`src/rtl/flappy_core.sv`:
```
`default_nettype none
// flappy_core: LED-matrix Flappy Bird engine. Owns the bird, the scrolling beam field, the LFSR gap source,
// collision, the saturating score and the scroll-speed ramp. It advances one game step per e_act_i tick.
module flappy_core #(
  parameter int         GW           = 8,
  parameter int         GH           = 8,
  parameter int         GAP          = 2,
  parameter int         SHIFT_DIV    = 16,
  parameter int         MIN_DIV      = 4,
  parameter int         SPEEDUP_PTS  = 4,
  parameter int         BEAM_SPACING = 4,
  parameter int         SCORE_W      = 8,
  parameter logic [7:0] LFSR_SEED    = 8'hA5
) (
  input  logic                 clk_i,
  input  logic                 reset_i,
  input  logic                 up_i,
  input  logic                 down_i,
  input  logic                 e_act_i,
  output logic [GW*GH-1:0]     matrix_o,
  output logic                 d_act_o,
  output logic                 dead_o,
  output logic [SCORE_W-1:0]   score_o,
  output logic [1:0]           state_o
);

  localparam int N      = GW * GH;
  localparam int YW     = (GH > 1) ? $clog2(GH) : 1;
  localparam int CW     = $clog2(SHIFT_DIV) + 1;
  localparam int SPW    = (BEAM_SPACING > 1) ? $clog2(BEAM_SPACING) : 1;
  localparam int PW     = (SPEEDUP_PTS > 1) ? $clog2(SPEEDUP_PTS) : 1;
  localparam int DIAG_N = (GW < GH) ? GW : GH;

  localparam logic [YW-1:0]  Y_TOP       = YW'(GH - 1);
  localparam logic [YW-1:0]  Y_START     = YW'(GH / 2);
  localparam logic [CW-1:0]  PERIOD_INIT = CW'(SHIFT_DIV);
  localparam logic [CW-1:0]  PERIOD_MIN  = CW'(MIN_DIV);
  localparam logic [SPW-1:0] SPACE_LAST  = SPW'(BEAM_SPACING - 1);
  localparam logic [PW-1:0]  PTS_LAST    = PW'(SPEEDUP_PTS - 1);

  typedef enum logic [1:0] {
    IDLE = 2'b00,
    RUN  = 2'b01,
    DEAD = 2'b10
  } state_t;

  state_t           state;
  logic [7:0]       lfsr;
  logic [YW-1:0]    bird_y;
  logic [N-1:0]     field;
  logic [CW-1:0]    scroll_cnt;
  logic [CW-1:0]    period;
  logic [SPW-1:0]   space_cnt;
  logic [PW-1:0]    pts_cnt;
  logic             released;

  logic             lfsr_fb;
  logic [GH-1:0]    beam_col;
  logic [GH-1:0]    new_col0;
  logic [N-1:0]     diag_frame;
  logic [N-1:0]     start_frame;
  logic [N-1:0]     bird_old;
  logic [N-1:0]     bird_new;
  logic [N-1:0]     shifted;
  logic [N-1:0]     new_field;
  logic             up_only;
  logic             down_only;
  logic             edge_death;
  logic             scroll;
  logic             hit;
  logic             passed;
  logic             score_inc;
  logic             speedup;
  logic             start;
  logic [YW-1:0]    new_y;
  logic [CW-1:0]    new_period;
  int               gap_lo;

  assign lfsr_fb     = lfsr[7] ^ lfsr[5] ^ lfsr[4] ^ lfsr[3];
  assign start_frame = {{(N-1){1'b0}}, 1'b1} << Y_START;
  assign state_o     = state;
  assign start       = e_act_i && up_i && ((state == IDLE) || ((state == DEAD) && released));

  // Gap draw folds out-of-range rows back into the valid range.
  always_comb begin
    gap_lo = int'(lfsr[YW-1:0]);
    if (gap_lo > GH - GAP) gap_lo = gap_lo - (GH - GAP + 1);
    beam_col = '0;
    for (int y = 0; y < GH; y++) beam_col[y] = !((y >= gap_lo) && (y < gap_lo + GAP));
  end

  always_comb begin
    diag_frame = '0;
    for (int x = 0; x < DIAG_N; x++) diag_frame[x*GH + x] = 1'b1;
  end

  // One RUN step: move, scroll, then collision against the new column 0.
  always_comb begin
    up_only    = up_i & ~down_i;
    down_only  = down_i & ~up_i;
    edge_death = (up_only && (bird_y == Y_TOP)) || (down_only && (bird_y == '0));
    new_y      = bird_y;
    if (up_only && !edge_death)        new_y = bird_y + 1'b1;
    else if (down_only && !edge_death) new_y = bird_y - 1'b1;

    scroll     = (scroll_cnt == period - 1'b1);
    shifted    = {((space_cnt == '0) ? beam_col : {GH{1'b0}}), field[N-1:GH]};
    new_field  = scroll ? shifted : field;
    new_col0   = new_field[GH-1:0];
    hit        = new_col0[new_y];
    passed     = !hit && (|new_col0) && (new_col0 != field[GH-1:0]);
    score_inc  = passed && (score_o != '1);
    speedup    = score_inc && (pts_cnt == PTS_LAST);
    new_period = (speedup && (period > PERIOD_MIN)) ? period - 1'b1 : period;
    bird_old   = {{(N-1){1'b0}}, 1'b1} << bird_y;
    bird_new   = {{(N-1){1'b0}}, 1'b1} << new_y;
  end

  always_ff @(posedge clk_i) begin
    if (reset_i) begin
      state      <= IDLE;
      lfsr       <= LFSR_SEED;
      bird_y     <= '0;
      field      <= '0;
      scroll_cnt <= '0;
      period     <= PERIOD_INIT;
      space_cnt  <= '0;
      pts_cnt    <= '0;
      released   <= 1'b0;
      matrix_o   <= '0;
      d_act_o    <= 1'b0;
      dead_o     <= 1'b0;
      score_o    <= '0;
    end else begin
      lfsr    <= {lfsr[6:0], lfsr_fb};
      d_act_o <= e_act_i;
      if (start) begin
        state      <= RUN;
        bird_y     <= Y_START;
        field      <= '0;
        scroll_cnt <= '0;
        period     <= PERIOD_INIT;
        space_cnt  <= '0;
        pts_cnt    <= '0;
        score_o    <= '0;
        released   <= 1'b0;
        dead_o     <= 1'b0;
        matrix_o   <= start_frame;
      end else if (e_act_i) begin
        case (state)
          IDLE: matrix_o <= diag_frame;
          RUN: begin
            if (edge_death) begin
              state    <= DEAD;
              dead_o   <= 1'b1;
              released <= 1'b0;
              matrix_o <= field | bird_old;
            end else begin
              bird_y     <= new_y;
              field      <= new_field;
              matrix_o   <= new_field | bird_new;
              scroll_cnt <= scroll ? '0 : scroll_cnt + 1'b1;
              if (scroll) space_cnt <= (space_cnt == SPACE_LAST) ? '0 : space_cnt + 1'b1;
              if (hit) begin
                state    <= DEAD;
                dead_o   <= 1'b1;
                released <= 1'b0;
              end else if (score_inc) begin
                score_o <= score_o + 1'b1;
                pts_cnt <= speedup ? '0 : pts_cnt + 1'b1;
                period  <= new_period;
              end
            end
          end
          DEAD: if (!up_i) released <= 1'b1;
          default: state <= IDLE;
        endcase
      end
    end
  end

endmodule
`default_nettype wire

```
`config.mk`:
```
export PLATFORM = sky130hd
export DESIGN_NAME = flappy_core
export DESIGN_NICKNAME = d
export VERILOG_FILES = /design/src/rtl/flappy_core.sv
export SDC_FILE = /design/constraint.sdc
export NUM_CORES = 1
export LEC_CHECK = 0
export BUFFER_PORTS_ARGS = -buffer_cell sky130_fd_sc_hd__buf_2
export CAP_MARGIN = 10
export CORE_AREA = 2 2 88 153
export DETAILED_ROUTE_END_ITERATION = 7
export DIE_AREA = 0 0 90 155
export GPL_TIMING_DRIVEN = 0
export PLACE_DENSITY = 0.78
export SLEW_MARGIN = 40
export SYNTH_ARGS = -nofsm -noshare
export SYNTH_HDL_FRONTEND = slang
export SYNTH_SLANG_ARGS = --single-unit
```
`constraint.sdc`:
```
create_clock -name clk_i -period 6.8 [get_ports clk_i]
set_input_delay 1.36 -clock clk_i [delete_from_list [all_inputs] [get_ports clk_i]]
set_output_delay 1.36 -clock clk_i [all_outputs]
set_load 0.01 [all_outputs]
```
==> results of run 1 <==
state kept, by name, summed over array words and instances (netlist names):
name,cells
field,64
matrix_o,64
lfsr,8
score_o,8
period,5
scroll_cnt,5
bird_y,3
pts_cnt,2
space_cnt,2
state_o,2
d_act_o,1
dead_o,1
released,1
worst min path at each step:
stage	endpoint	slack (ns)
floorplan	lfsr[7]$_SDFF_PP1_	0.39
global placement	lfsr[7]$_SDFF_PP1_	0.39
detailed placement	lfsr[7]$_SDFF_PP1_	0.40
CTS	lfsr[7]$_SDFF_PP1_	0.42
global route	lfsr[7]$_SDFF_PP1_	0.44
finish	lfsr[7]$_SDFF_PP1_	0.41
kinds of logic (layout without fill, tap and decap cells):
logic type / count (synthesis) / count (layout) / share of synthesized area (%)
adders and majority gates: 22 / 22 / 3.68
buffers and inverters: 82 / 194 / 4.26
xor gates and xnor gates: 26 / 26 / 3.04
AOI/OAI and AO/OA: 233 / 233 / 20.6
and+or+nand+nor: 365 / 365 / 21.1
DFF: 166 / 166 / 44.4
muxes: 20 / 20 / 2.94
layer usage:
layer,GRT usage (%),vias to the layer above
met5,0,-
met4,23.1,0
met3,4.60,104
met2,57.2,353
met1,35.1,3445
li1,-,3427
critical path: cells and delay by family (launching register included):
kind                     cells  cell delay [ns]
flip-flops                   1             0.37
AND/OR/NAND/NOR              4             1.05
AO/OA/AOI/OAI                2             0.64
buffers and inverters        5             1.59
adder cells (fa/ha/maj)      1             0.35
report_power, final:
part	switching [mW]	leakage, nW	internal, mW	total (mW)
Combinational	0.150	1.71	0.0627	0.213
Clock	0.432	0.309	0.601	1.03
Sequential	0.0175	1.34	0.988	1.01
Total	0.600	3.36	1.65	2.25
layout by cell type (no fill, tap or decap), drive strengths merged, types with 6 or more instances in the layout:
master	synthesis	layout
or3	6	6
dfxtp	166	166
o221ai	6	6
inv	21	29
mux2i	13	13
a222oi	34	34
o21ai	24	24
nand3	20	20
ha	22	22
buf	5	85
xnor2	10	10
xor2	16	16
mux2	6	6
nand2	190	190
a21oi	120	120
nor2b	10	10
or4	8	8
nor2	97	97
a211oi	8	8
clkbuf	56	75
nor3	8	8
final cells by class:
| cell class | count | area share, % |
|---|---|---|
| multi-input combinational | 666 | 44.1 |
| buffer | 61 | 2.75 |
| inverter | 21 | 0.903 |
| clock buffer | 19 | 5.08 |
| timing repair buffer | 80 | 4.59 |
| clock inverter | 13 | 2.08 |
| tap | 171 | 2.45 |
| sequential | 166 | 38.1 |
==> metrics.yaml, run 1 <==
power:
  p_per_area_nw_per_um2: 258
  power_mw: 2.25
  cellLeakagePower_nw: 3.36
  ir_worst_vdd_mv: 0.180
job:
  max-cap-violations: 0
synth:
  synth_seq_cells: 166
  synthTopCellsByArea: "dfxtp_1 (44%), nand2_1 (9.5%), a21oi_1 (7.9%)"
  avgSynthCellArea_um2: 8.19
  netlist_area_um2: 7490
  ys_types: 60
  sequential_fraction_of_the_synthesis_area_pct: 44.4
  synthFlopType: "dfxtp_1"
  synth_edf_count: 0
  top_count_cell_post_synth: "nand2_1"
  yosysTopAreaCell: "dfxtp_1"
  netlist.area_leader.share_pct: 44.4
  number_of_standard_cells_after_synthesis: 914
  asyncSetResetFlopFracSynth_pct: 0
  synthesis.yosys.warnings: 0
  syn_nets: 941
  netlist_top_cells_count: "nand2_1 (190), dfxtp_1 (166), a21oi_1 (118)"
placed_design:
  place_worst_setup_slack_ns: 2.43
  dpl_cell_area_um2: 8100
  place.detailed.hpwl_um: 16500
  port_buffers: 80
  globalplace.congestion: 0.991
  dpl.cell_count: 1165
clocking:
  clk_transition_reported_paths_ns: 0.07
  tritoncts: "built"
  cts_buffer_count: 17
  cts_hold_buffers: 0
  clock_tree.buffer_depth: 2
  clk-insertion-delay-late_ns: 0.44
  cts.htree.levels: 4
  cts_resized: 0
  clock_sinks: 166
  cts_root_buf: "clkbuf_16"
  postCtsSetupBuffers: 0
grt:
  antenna_violations_before_repair: 0
  grt_overflow_total: 0
  grt_pass1_wl_um: 36000
  grt_start_max_net_pins: 17
  number_of_global_route_vias_before_repair: 7078
  total_global_routing_track_utilization_pct: 32.3
critical_path:
  critPathMaxStageDelay_ns: 0.56
  critical_path_peak_fanout: 12
  worst-setup-path-type: "flip-flop to flip-flop"
  rr_startpoint: "bird_y[0]$_SDFFE_PP0P_"
  worstPathCellList: "buf_2 > inv_1 > clkbuf_1 > ha_1 > nor2b_1 > a22oi_1 > nand2_1 > nor2_1 > clkbuf_1 > clkbuf_1 > a222oi_1 > nor2_1"
  timing.critical_path.to_type: "flip-flop"
  worst_path_max_delay_cell: "clkbuf_1"
  critPathRequiredTime_ns: 7.16
  reg2regPathDepth: 12
  rrSetupSlack_ns: 2.71
  crit_path_frequent_cell: "clkbuf_1"
  timing.critical_path.from: "bird_y[0]$_SDFFE_PP0P_"
  crit_path_end: "matrix_o[12]$_SDFFE_PP0P_"
  cp-start-kind: "flip-flop"
  crit_arrival_ns: 4.45
  reg2reg_to: "matrix_o[12]$_SDFFE_PP0P_"
sta:
  tightestPinTransition_ns: 0.821
  final_critical_path_setup_slack_ns: 2.71
  final-setup-viol-count: 0
  finalCriticalPeriod_ns: 4.09
  post-route-period-util_pct: 60.1
  whs_ns: 0.412
  finalClockSkew_ns: 0.00789
  setup_repair_after_global_routing_missed_its_margin: "false"
  slew_headroom_pct: 45.3
  fin_setup_tns_ns: 0
  fmax_ghz: 0.245
  timing.final.max_slew_violations: 0
  hold_viol: 0
layout:
  core_utilization_of_the_finished_layout_pct: 68.2
  fin_nets: 1040
  regArea_um2: 3320
  antennaDiodeCount: 0
  multiInputGateArea_um2: 3840
  post-route-cell-area_um2: 8720
  synthesis_to_finish_area_growth_pct: 16.5
  post_route_cells_drive_above_1_share_pct: 13.1
  fillers: 1122
  post_layout_nonfiller_instances: 1197
floorplan:
  die_x_um: 90
  die-area_um2: 14000
  core_area_um2: 12800
  floorplan.initialDensity_pct: 58.5
  io-pin-count: 81
  die_height_um: 155
  placement_rows: 55
routing:
  routed_via_density: 6.12
  post_drt_wl_per_cell_um: 19.0
  met3_wirelength_um: 1550
  drt_first_iter_violations: 700
  drt_first_pass_iters: 7
  remaining_drc_errors: 0
  wl_met1_um: 8290
  route.met2.wl_um: 11500
  route.top_layer_used: "met4"
  detailroute.via_count: 7329
  drt-total-wl_um: 22800
  antenna_violating_nets_post_route: 0
worst_hold_path:
  worst_hold_startpoint: "lfsr[6]$_SDFF_PP0_"
  whs_path_depth: 1
  holdCritPathClass: "flip-flop to flip-flop"
status:
  status: "complete, no violations"
Power figures use the tool's default switching activity.
==> inputs of run 2 (changes only) <==
--- a/config.mk
+++ b/config.mk
@@ -5,13 +5,14 @@
 export SDC_FILE = /design/constraint.sdc
 export NUM_CORES = 1
 export LEC_CHECK = 0
+export ABC_AREA = 1
 export BUFFER_PORTS_ARGS = -buffer_cell sky130_fd_sc_hd__buf_2
 export CAP_MARGIN = 10
-export CORE_AREA = 2 2 88 153
+export CORE_AREA = 2 2 89 156
 export DETAILED_ROUTE_END_ITERATION = 7
-export DIE_AREA = 0 0 90 155
+export DIE_AREA = 0 0 91 158
 export GPL_TIMING_DRIVEN = 0
-export PLACE_DENSITY = 0.78
+export PLACE_DENSITY = 0.77
 export SLEW_MARGIN = 40
 export SYNTH_ARGS = -nofsm -noshare
 export SYNTH_HDL_FRONTEND = slang
==> constraint.sdc (replaced) <==
create_clock -name clk_i -period 4.2 [get_ports clk_i]
set_input_delay 0.84 -clock clk_i [delete_from_list [all_inputs] [get_ports clk_i]]
set_output_delay 0.84 -clock clk_i [all_outputs]
set_load 0.01 [all_outputs]
==> run 2 against run 1 <==
Sequential share of layout area shrank 0.58 points. Global-route usage decreased by 0.16 points. Clock power rose by 57%. Count of clock-buffer cells in the layout fell by 2. Highest routed layer unchanged. First-iteration DRC count shrank 11%. Combinational power up 42%. Sequential power increased by 59%. Clock skew increased by 0.0060 ns. Total power is 57% higher. Via count grew 0.89%. Synthesized area grew 1.7%. Design area is 1.5% higher.
==> metrics.yaml, run 2 <==
status:
  status: "complete, no violations"  # unchanged
critical_path:
  cpLargestDelayFamily: "simple AND/OR/NAND/NOR gates"  # was buffers and inverters
  critPathMaxStageDelay_ns: 0.47  # was 0.56 ns
  critPathRequiredTime_ns: 4.47  # was 7.16 ns
  worstPathCellList: "buf_2 > inv_2 > nor2_2 > inv_2 > nor2_2 > inv_2 > nor2_4 > inv_2 > nor2_2 > inv_2 > nand2_1 > buf_2 > o21ai_0"  # was buf_2 > inv_1 > clkbuf_1 > ha_1 > nor2b_1 > a22oi_1 > nand2_1 > nor2_1 > clkbuf_1 > clkbuf_1 > a222oi_1 > nor2_1
  timing.critical_path.to_type: "flip-flop"  # unchanged
  crit_path_frequent_cell: "inv_2"  # was clkbuf_1
  worst-setup-path-type: "primary input to flip-flop"  # was flip-flop to flip-flop
  reg2regPathDepth: 11  # was 12
  sum_of_buffers_and_inverters_on_the_critical_path: 7  # was 5
  cp-start-kind: "primary input"  # was flip-flop
  crit_arrival_ns: 3.80  # was 4.45 ns
  cp_num_cells: 13  # was 12
  worst_path_max_delay_cell: "nor2_2"  # was clkbuf_1
  critical_path_peak_fanout: 10  # was 12
synth:
  synthTopCellsByArea: "dfxtp_1 (44%), nand2_1 (13%), a21oi_1 (6.0%)"  # was dfxtp_1 (44%), nand2_1 (9.5%), a21oi_1 (7.9%)
  avgSynthCellArea_um2: 7.39  # was 8.19 µm²
  synth_edf_count: 0  # unchanged
  asyncSetResetFlopFracSynth_pct: 0  # unchanged
  sequential_fraction_of_the_synthesis_area_pct: 43.6  # was 44.4%
  netlist.area_leader.share_pct: 43.6  # was 44.4%
  yosysTopAreaCell: "dfxtp_1"  # unchanged
  synthFlopType: "dfxtp_1"  # unchanged
  netlist_top_cells_count: "nand2_1 (258), dfxtp_1 (166), inv_1 (96)"  # was nand2_1 (190), dfxtp_1 (166), a21oi_1 (118)
  top_count_cell_post_synth: "nand2_1"  # unchanged
  synth_seq_cells: 166  # unchanged
  netlist_area_um2: 7610  # was 7490 µm²
  syn_nets: 1058  # was 941
  synthesis.yosys.warnings: 0  # unchanged
  number_of_standard_cells_after_synthesis: 1031  # was 914
  ys_types: 46  # was 60
clocking:
  cts.htree.levels: 4  # unchanged
  cts_buffer_count: 17  # unchanged
  postCtsSetupBuffers: 0  # unchanged
  clk-insertion-delay-late_ns: 0.44  # about the same
  cts_resized: 0  # unchanged
  clock_sinks: 166  # unchanged
  tritoncts: "built"  # unchanged
  cts_hold_buffers: 0  # unchanged
  cts_root_buf: "clkbuf_16"  # unchanged
  clk_transition_reported_paths_ns: 0.07  # about the same
  clock_tree.buffer_depth: 2  # unchanged
sta:
  setup_repair_after_global_routing_missed_its_margin: "false"  # unchanged
  tightestPinTransition_ns: 0.798  # was 0.821 ns
  hold_viol: 0  # unchanged
  finalCriticalPeriod_ns: 3.53
  timing.final.max_slew_violations: 0  # unchanged
  post-route-period-util_pct: 84.0
  fmax_ghz: 0.283
  finalClockSkew_ns: 0.0139  # was 0.00789 ns
  fin_setup_tns_ns: 0  # unchanged
  whs_ns: 0.425  # was 0.412 ns
  final-setup-viol-count: 0  # unchanged
  slew_headroom_pct: 46.8  # was 45.3%
layout:
  largestRegisters: "field: 64 flops, matrix_o: 64 flops"  # unchanged
  fin_nets: 1157  # was 1040
  mostFrequentLayoutCells: "nand2_1 (258), dfxtp_1 (166), inv_1 (96)"  # was nand2_1 (190), dfxtp_1 (166), a21oi_1 (118)
  fillers: 1224  # was 1122
  core_utilization_of_the_finished_layout_pct: 67.2  # was 68.2%
  antennaDiodeCount: 0  # unchanged
  post-route-cell-area_um2: 8860  # was 8720 µm²
  post_route_cells_drive_above_1_share_pct: 15.4  # was 13.1%
  synthesis_to_finish_area_growth_pct: 16.3  # was 16.5%
  post_layout_nonfiller_instances: 1317  # was 1197
  final_common_cell: "nand2_1"  # unchanged
grt:
  number_of_global_route_vias_before_repair: 7100  # was 7078
  grt_pass1_wl_um: 35800  # was 36000 µm
  grt_overflow_total: 0  # unchanged
  total_global_routing_track_utilization_pct: 32.1  # was 32.3%
  antenna_violations_before_repair: 0  # unchanged
  grt_start_max_net_pins: 21  # was 17
power:
  power.sequential.fraction_pct: 45.6  # was 44.7%
  ir_worst_vdd_mv: 0.336  # was 0.180 mV
  power.combinational.fraction_pct: 8.6  # was 9.4%
  power.internal_mw: 2.49  # was 1.65 mW
  cellLeakagePower_nw: 3.69  # was 3.36 nW
  power.share.switching_pct: 29.5  # was 26.6%
  power.switching_mw: 1.04  # was 0.600 mW
  p_per_area_nw_per_um2: 399  # was 258 nW/µm²
  clock_power_share_pct: 45.8  # was 45.9%
routing:
  detailroute.via_count: 7394  # was 7329
  routed_via_density: 5.61  # was 6.12
  drt_first_iter_violations: 624  # was 700
  antenna_violating_nets_post_route: 0  # unchanged
  drt-total-wl_um: 23100  # was 22800 µm
  post_drt_wl_per_cell_um: 17.6  # was 19.0 µm
  remaining_drc_errors: 0  # unchanged
  drt_first_pass_iters: 8  # was 7
placed_design:
  globalplace.congestion: 0.990  # was 0.991
  dpl_cell_area_um2: 8240  # was 8100 µm²
  dpl.cell_count: 1285  # was 1165
  place.detailed.hpwl_um: 17100  # was 16500 µm
  port_buffers: 80  # unchanged
job:
  max-cap-violations: 0  # unchanged
worst_hold_path:
  whs_path_depth: 1  # unchanged
  holdCritPathClass: "flip-flop to flip-flop"  # unchanged
floorplan:
  floorplan.initialDensity_pct: 57.8  # was 58.5%
  core_area_um2: 13200  # was 12800 µm²
  die-area_um2: 14400  # was 14000 µm²
  io-pin-count: 81  # unchanged
  die_x_um: 91  # was 90 µm
  die_height_um: 158  # was 155 µm
  placement_rows: 56  # was 55
[run 2: cells by family after synthesis]
family / share of synthesized area [%]
flip-flops: 43.6
AND/OR/NAND/NOR: 25.6
XOR/XNOR: 1.25
adder cells (fa/ha/maj): 3.61
buffers and inverters: 8.26
AO/OA/AOI/OAI: 17.6
[run 2: per-layer routing]
| layer | vias up | share of wire (%) | routed length [µm] | global-route usage, % |
|---|---|---|---|---|
| met2 | 278 | 51 | 11900 | 58.2 |
| met5 | - | 0 | 0 | 0 |
| met3 | 81 | 5.5 | 1280 | 4.43 |
| li1 | 3621 | - | - | - |
| met1 | 3414 | 37 | 8480 | 34.7 |
| met4 | 0 | 6.4 | 1490 | 21.2 |
[run 2: path summary, 6_finish.rpt]
| kind | start | endpoint | slack, ns |
|---|---|---|---|
| worst min-delay path | lfsr[6]$_SDFF_PP0_ | lfsr[7]$_SDFF_PP1_ | 0.43 |
| worst max-delay path | e_act_i | field[57]$_SDFFE_PP0P_ | 0.67 |
| worst min register to register | lfsr[6]$_SDFF_PP0_ | lfsr[7]$_SDFF_PP1_ | 0.43 |
| worst max register to register | state_o[1]$_SDFFE_PP0P_ | field[57]$_SDFFE_PP0P_ | 0.85 |
[run 2: layout make-up]
class / instances / area [µm²] / area share, %
Buffer: 46 / 213 / 2.40
Clock buffer: 17 / 425 / 4.80
Clock inverter: 15 / 195 / 2.20
Inverter: 111 / 417 / 4.70
Multi-Input combinational cell: 708 / 3670 / 41.4
Sequential cell: 166 / 3320 / 37.5
Tap cell: 174 / 218 / 2.46
Timing Repair Buffer: 80 / 400 / 4.52
[run 2: power by group through the flow]
| stage | logic, mW | registers (mW) | clock network (mW) |
|---|---|---|---|
| after global placement | 0.292 | 1.65 | 0 |
| after detailed placement | 0.297 | 1.65 | 0 |
| after CTS | 0.298 | 1.61 | 1.61 |
| after floorplan | 0.189 | 1.65 | 0 |
| final | 0.303 | 1.61 | 1.62 |
| after global routing | 0.330 | 1.61 | 1.67 |
[run 2: stage by stage]
| stage | power [mW] | worst slack [ns] |
|---|---|---|
| floorplan | 1.84 | 1.59 |
| global placement | 1.94 | 0.344 |
| detailed placement | 1.94 | 0.311 |
| CTS | 3.52 | 0.762 |
| global route | 3.62 | 0.547 |
| finish | 3.53 | 0.671 |
==> inputs of run 3 (changes only) <==
--- a/config.mk
+++ b/config.mk
@@ -8,11 +8,11 @@
 export ABC_AREA = 1
 export BUFFER_PORTS_ARGS = -buffer_cell sky130_fd_sc_hd__buf_2
 export CAP_MARGIN = 10
-export CORE_AREA = 2 2 89 156
+export CORE_AREA = 2 2 94 164
 export DETAILED_ROUTE_END_ITERATION = 7
-export DIE_AREA = 0 0 91 158
+export DIE_AREA = 0 0 96 166
 export GPL_TIMING_DRIVEN = 0
-export PLACE_DENSITY = 0.77
+export PLACE_DENSITY = 0.73
 export SLEW_MARGIN = 40
 export SYNTH_ARGS = -nofsm -noshare
 export SYNTH_HDL_FRONTEND = slang
==> constraint.sdc (replaced) <==
create_clock -name clk_i -period 3 [get_ports clk_i]
set_input_delay 0.6 -clock clk_i [delete_from_list [all_inputs] [get_ports clk_i]]
set_output_delay 0.6 -clock clk_i [all_outputs]
set_load 0.01 [all_outputs]
==> run 3 against run 2 <==
Non-clock buffer count is 7 higher. Clock power is 34% higher. Hold slack worse by 0.0080 ns. Register-to-register slack worse by 0.70 ns. Flip-flop and latch count stayed put. Highest routed layer unchanged. Die area is 11% higher. Largest power group is now registers. Count of clock-buffer cells in the layout stayed put. Combinational power is 47% higher. Largest cell class unchanged. Setup slack worse by 0.52 ns. Utilization is 6.1 points lower. Total power is 38% higher. Design area is 1.5% higher.
==> metrics.yaml, run 3 (synthesis gave the netlist of run 2 again) <==
sta:
  finalClockSkew_ns: 0.0137  # was 0.0139 ns
  finalCriticalPeriod_ns: 2.85
  post-route-period-util_pct: 95.0
  timing.final.max_slew_violations: 0  # unchanged
  slew_headroom_pct: 45.9  # was 46.8%
  tightestPinTransition_ns: 0.812  # was 0.798 ns
  hold_viol: 0  # unchanged
  final_critical_path_setup_slack_ns: 0.150  # was 0.671 ns
  final-setup-viol-count: 0  # unchanged
  fmax_ghz: 0.351
grt:
  grt_pass1_wl_um: 36600  # was 35800 µm
  grt_overflow_total: 0  # unchanged
  antenna_violations_before_repair: 0  # unchanged
  number_of_global_route_vias_before_repair: 7352  # was 7100
  total_global_routing_track_utilization_pct: 29.8  # was 32.1%
  grt_start_max_net_pins: 19  # was 21
clocking:
  cts_buffer_count: 17  # unchanged
  clk-insertion-delay-late_ns: 0.44  # about the same
  cts_root_buf: "clkbuf_16"  # unchanged
  clk_transition_reported_paths_ns: 0.07  # about the same
  clock_tree.buffer_depth: 2  # unchanged
  clock_sinks: 166  # unchanged
  tritoncts: "built"  # unchanged
  cts.htree.levels: 4  # unchanged
placed_design:
  place_worst_setup_slack_ns: -0.604  # was 0.311 ns
  dpl_cell_area_um2: 8240  # about the same
  place.detailed.hpwl_um: 17100  # about the same
  globalplace.congestion: 1.01  # was 0.990
  port_buffers: 80  # unchanged
status:
  status: "complete, no violations"  # unchanged
layout:
  post-route-cell-area_um2: 8990  # was 8860 µm²
  post_route_cells_drive_above_1_share_pct: 17.5  # was 15.4%
  core_utilization_of_the_finished_layout_pct: 61.2  # was 67.2%
  fin_nets: 1165  # was 1157
  fillers: 1397  # was 1224
  final_common_cell: "nand2_1"  # unchanged
  antennaDiodeCount: 0  # unchanged
  largestRegisters: "field: 64 flops, matrix_o: 64 flops"  # unchanged
  regArea_um2: 3330  # was 3320 µm²
  mostFrequentLayoutCells: "nand2_1 (254), dfxtp_1 (164), inv_1 (94)"  # was nand2_1 (258), dfxtp_1 (166), inv_1 (96)
  multiInputGateArea_um2: 3760  # was 3670 µm²
  synthesis_to_finish_area_growth_pct: 18.1  # was 16.3%
routing:
  post_drt_wl_per_cell_um: 17.4  # was 17.6 µm
  remaining_drc_errors: 0  # unchanged
  detailroute.via_count: 7517  # was 7394
  drt_first_pass_iters: 7  # was 8
  routed_via_density: 5.63  # was 5.61
  drt_first_iter_violations: 557  # was 624
  drt-total-wl_um: 23200  # was 23100 µm
  antenna_violating_nets_post_route: 0  # unchanged
floorplan:
  floorplan.initialDensity_pct: 51.8  # was 57.8%
  io-pin-count: 81  # unchanged
  placement_rows: 59  # was 56
  die-area_um2: 15900  # was 14400 µm²
  core_area_um2: 14700  # was 13200 µm²
  die_height_um: 166  # was 158 µm
  die_x_um: 96  # was 91 µm
critical_path:
  critical_path_peak_fanout: 10  # unchanged
  worst-setup-path-type: "flip-flop to flip-flop"  # was primary input to flip-flop
  timing.critical_path.to_type: "flip-flop"  # unchanged
  critPathRequiredTime_ns: 3.28  # was 4.47 ns
  crit_arrival_ns: 3.13  # was 3.80 ns
  cp-start-kind: "flip-flop"  # was primary input
power:
  power.switching_mw: 1.40  # was 1.04 mW
  power.share.switching_pct: 28.8  # was 29.5%
  p_per_area_nw_per_um2: 542  # was 399 nW/µm²
  power.sequential.fraction_pct: 46.3  # was 45.6%
  power.combinational.fraction_pct: 9.2  # was 8.6%
  ir_worst_vdd_mv: 0.410  # was 0.336 mV
  clock_power_share_pct: 44.5  # was 45.8%
  cellLeakagePower_nw: 3.74  # was 3.69 nW
  power.internal_mw: 3.47  # was 2.49 mW
job:
  max-cap-violations: 0  # unchanged
worst_hold_path:
  holdCritPathClass: "flip-flop to flip-flop"  # unchanged
## run 3: final cells by class
class                   count  area share [%]
clock inverters            15            1.77
flip-flops and latches    166            37.0
plain buffers              46            2.41
repair buffers             87            5.04
clock buffers              17            4.73
inverters                 111            4.63
multi-input cells         709            41.9
well taps                 183            2.55
## run 3: repair_timing
| action | CTS | global route |
|---|---|---|
| setup endpoints to repair | 24 | 56 |
| gates resized for setup | 4 | 27 |
| pin swaps | 0 | 9 |
| hold buffers | 0 | 0 |
| setup buffers | 0 | 7 |
| cloned | 0 | 1 |
## run 3: critical path, cell delays in order, from the launching register on
cell	delay, ns
dfxtp_1	0.36
nor2_4	0.33
inv_2	0.09
nor2_2	0.35
inv_2	0.19
nor2_4	0.19
inv_2	0.13
nor2_2	0.24
inv_2	0.13
nand2_2	0.27
clkbuf_4	0.31
o21ai_0	0.10
## run 3: metal layers
metal | global-route usage, % | part of all wire [%] | vias up
li1 | - | - | 3644
met1 | 32.4 | 37 | 3494
met2 | 52.0 | 51 | 284
met3 | 5.44 | 5.7 | 95
met4 | 17.7 | 5.8 | 0
met5 | 0 | 0 | -
## run 3: worst paths after layout
kind / from / endpoint / slack, ns / cells past startpoint
worst max-delay path: state_o[1]$_SDFFE_PP0P_ / field[57]$_SDFFE_PP0P_ / 0.15 / 11
worst min-delay path: lfsr[6]$_SDFF_PP0_ / lfsr[7]$_SDFF_PP1_ / 0.42 / 1
worst max register to register: state_o[1]$_SDFFE_PP0P_ / field[57]$_SDFFE_PP0P_ / 0.15 / 11
worst min register to register: lfsr[6]$_SDFF_PP0_ / lfsr[7]$_SDFF_PP1_ / 0.42 / 1
## run 3: through the flow
step,hold WS (ns),std cells,total power [mW],TNS (ns)
after global placement,0.397,1294,2.71,-27.71
after global routing,0.446,1334,5.02,-0.0138
after floorplan,0.389,1031,2.57,0
after detailed placement,0.401,1294,2.71,-28.48
after CTS,0.421,1326,4.84,0
final,0.417,1334,4.87,0
## run 3: power groups by stage
stage	clock network [mW]	registers (mW)	logic [mW]
global placement	0	2.31	0.407
detailed placement	0	2.30	0.410
CTS	2.17	2.25	0.414
global route	2.27	2.26	0.492
floorplan	0	2.31	0.265
finish	2.17	2.26	0.446
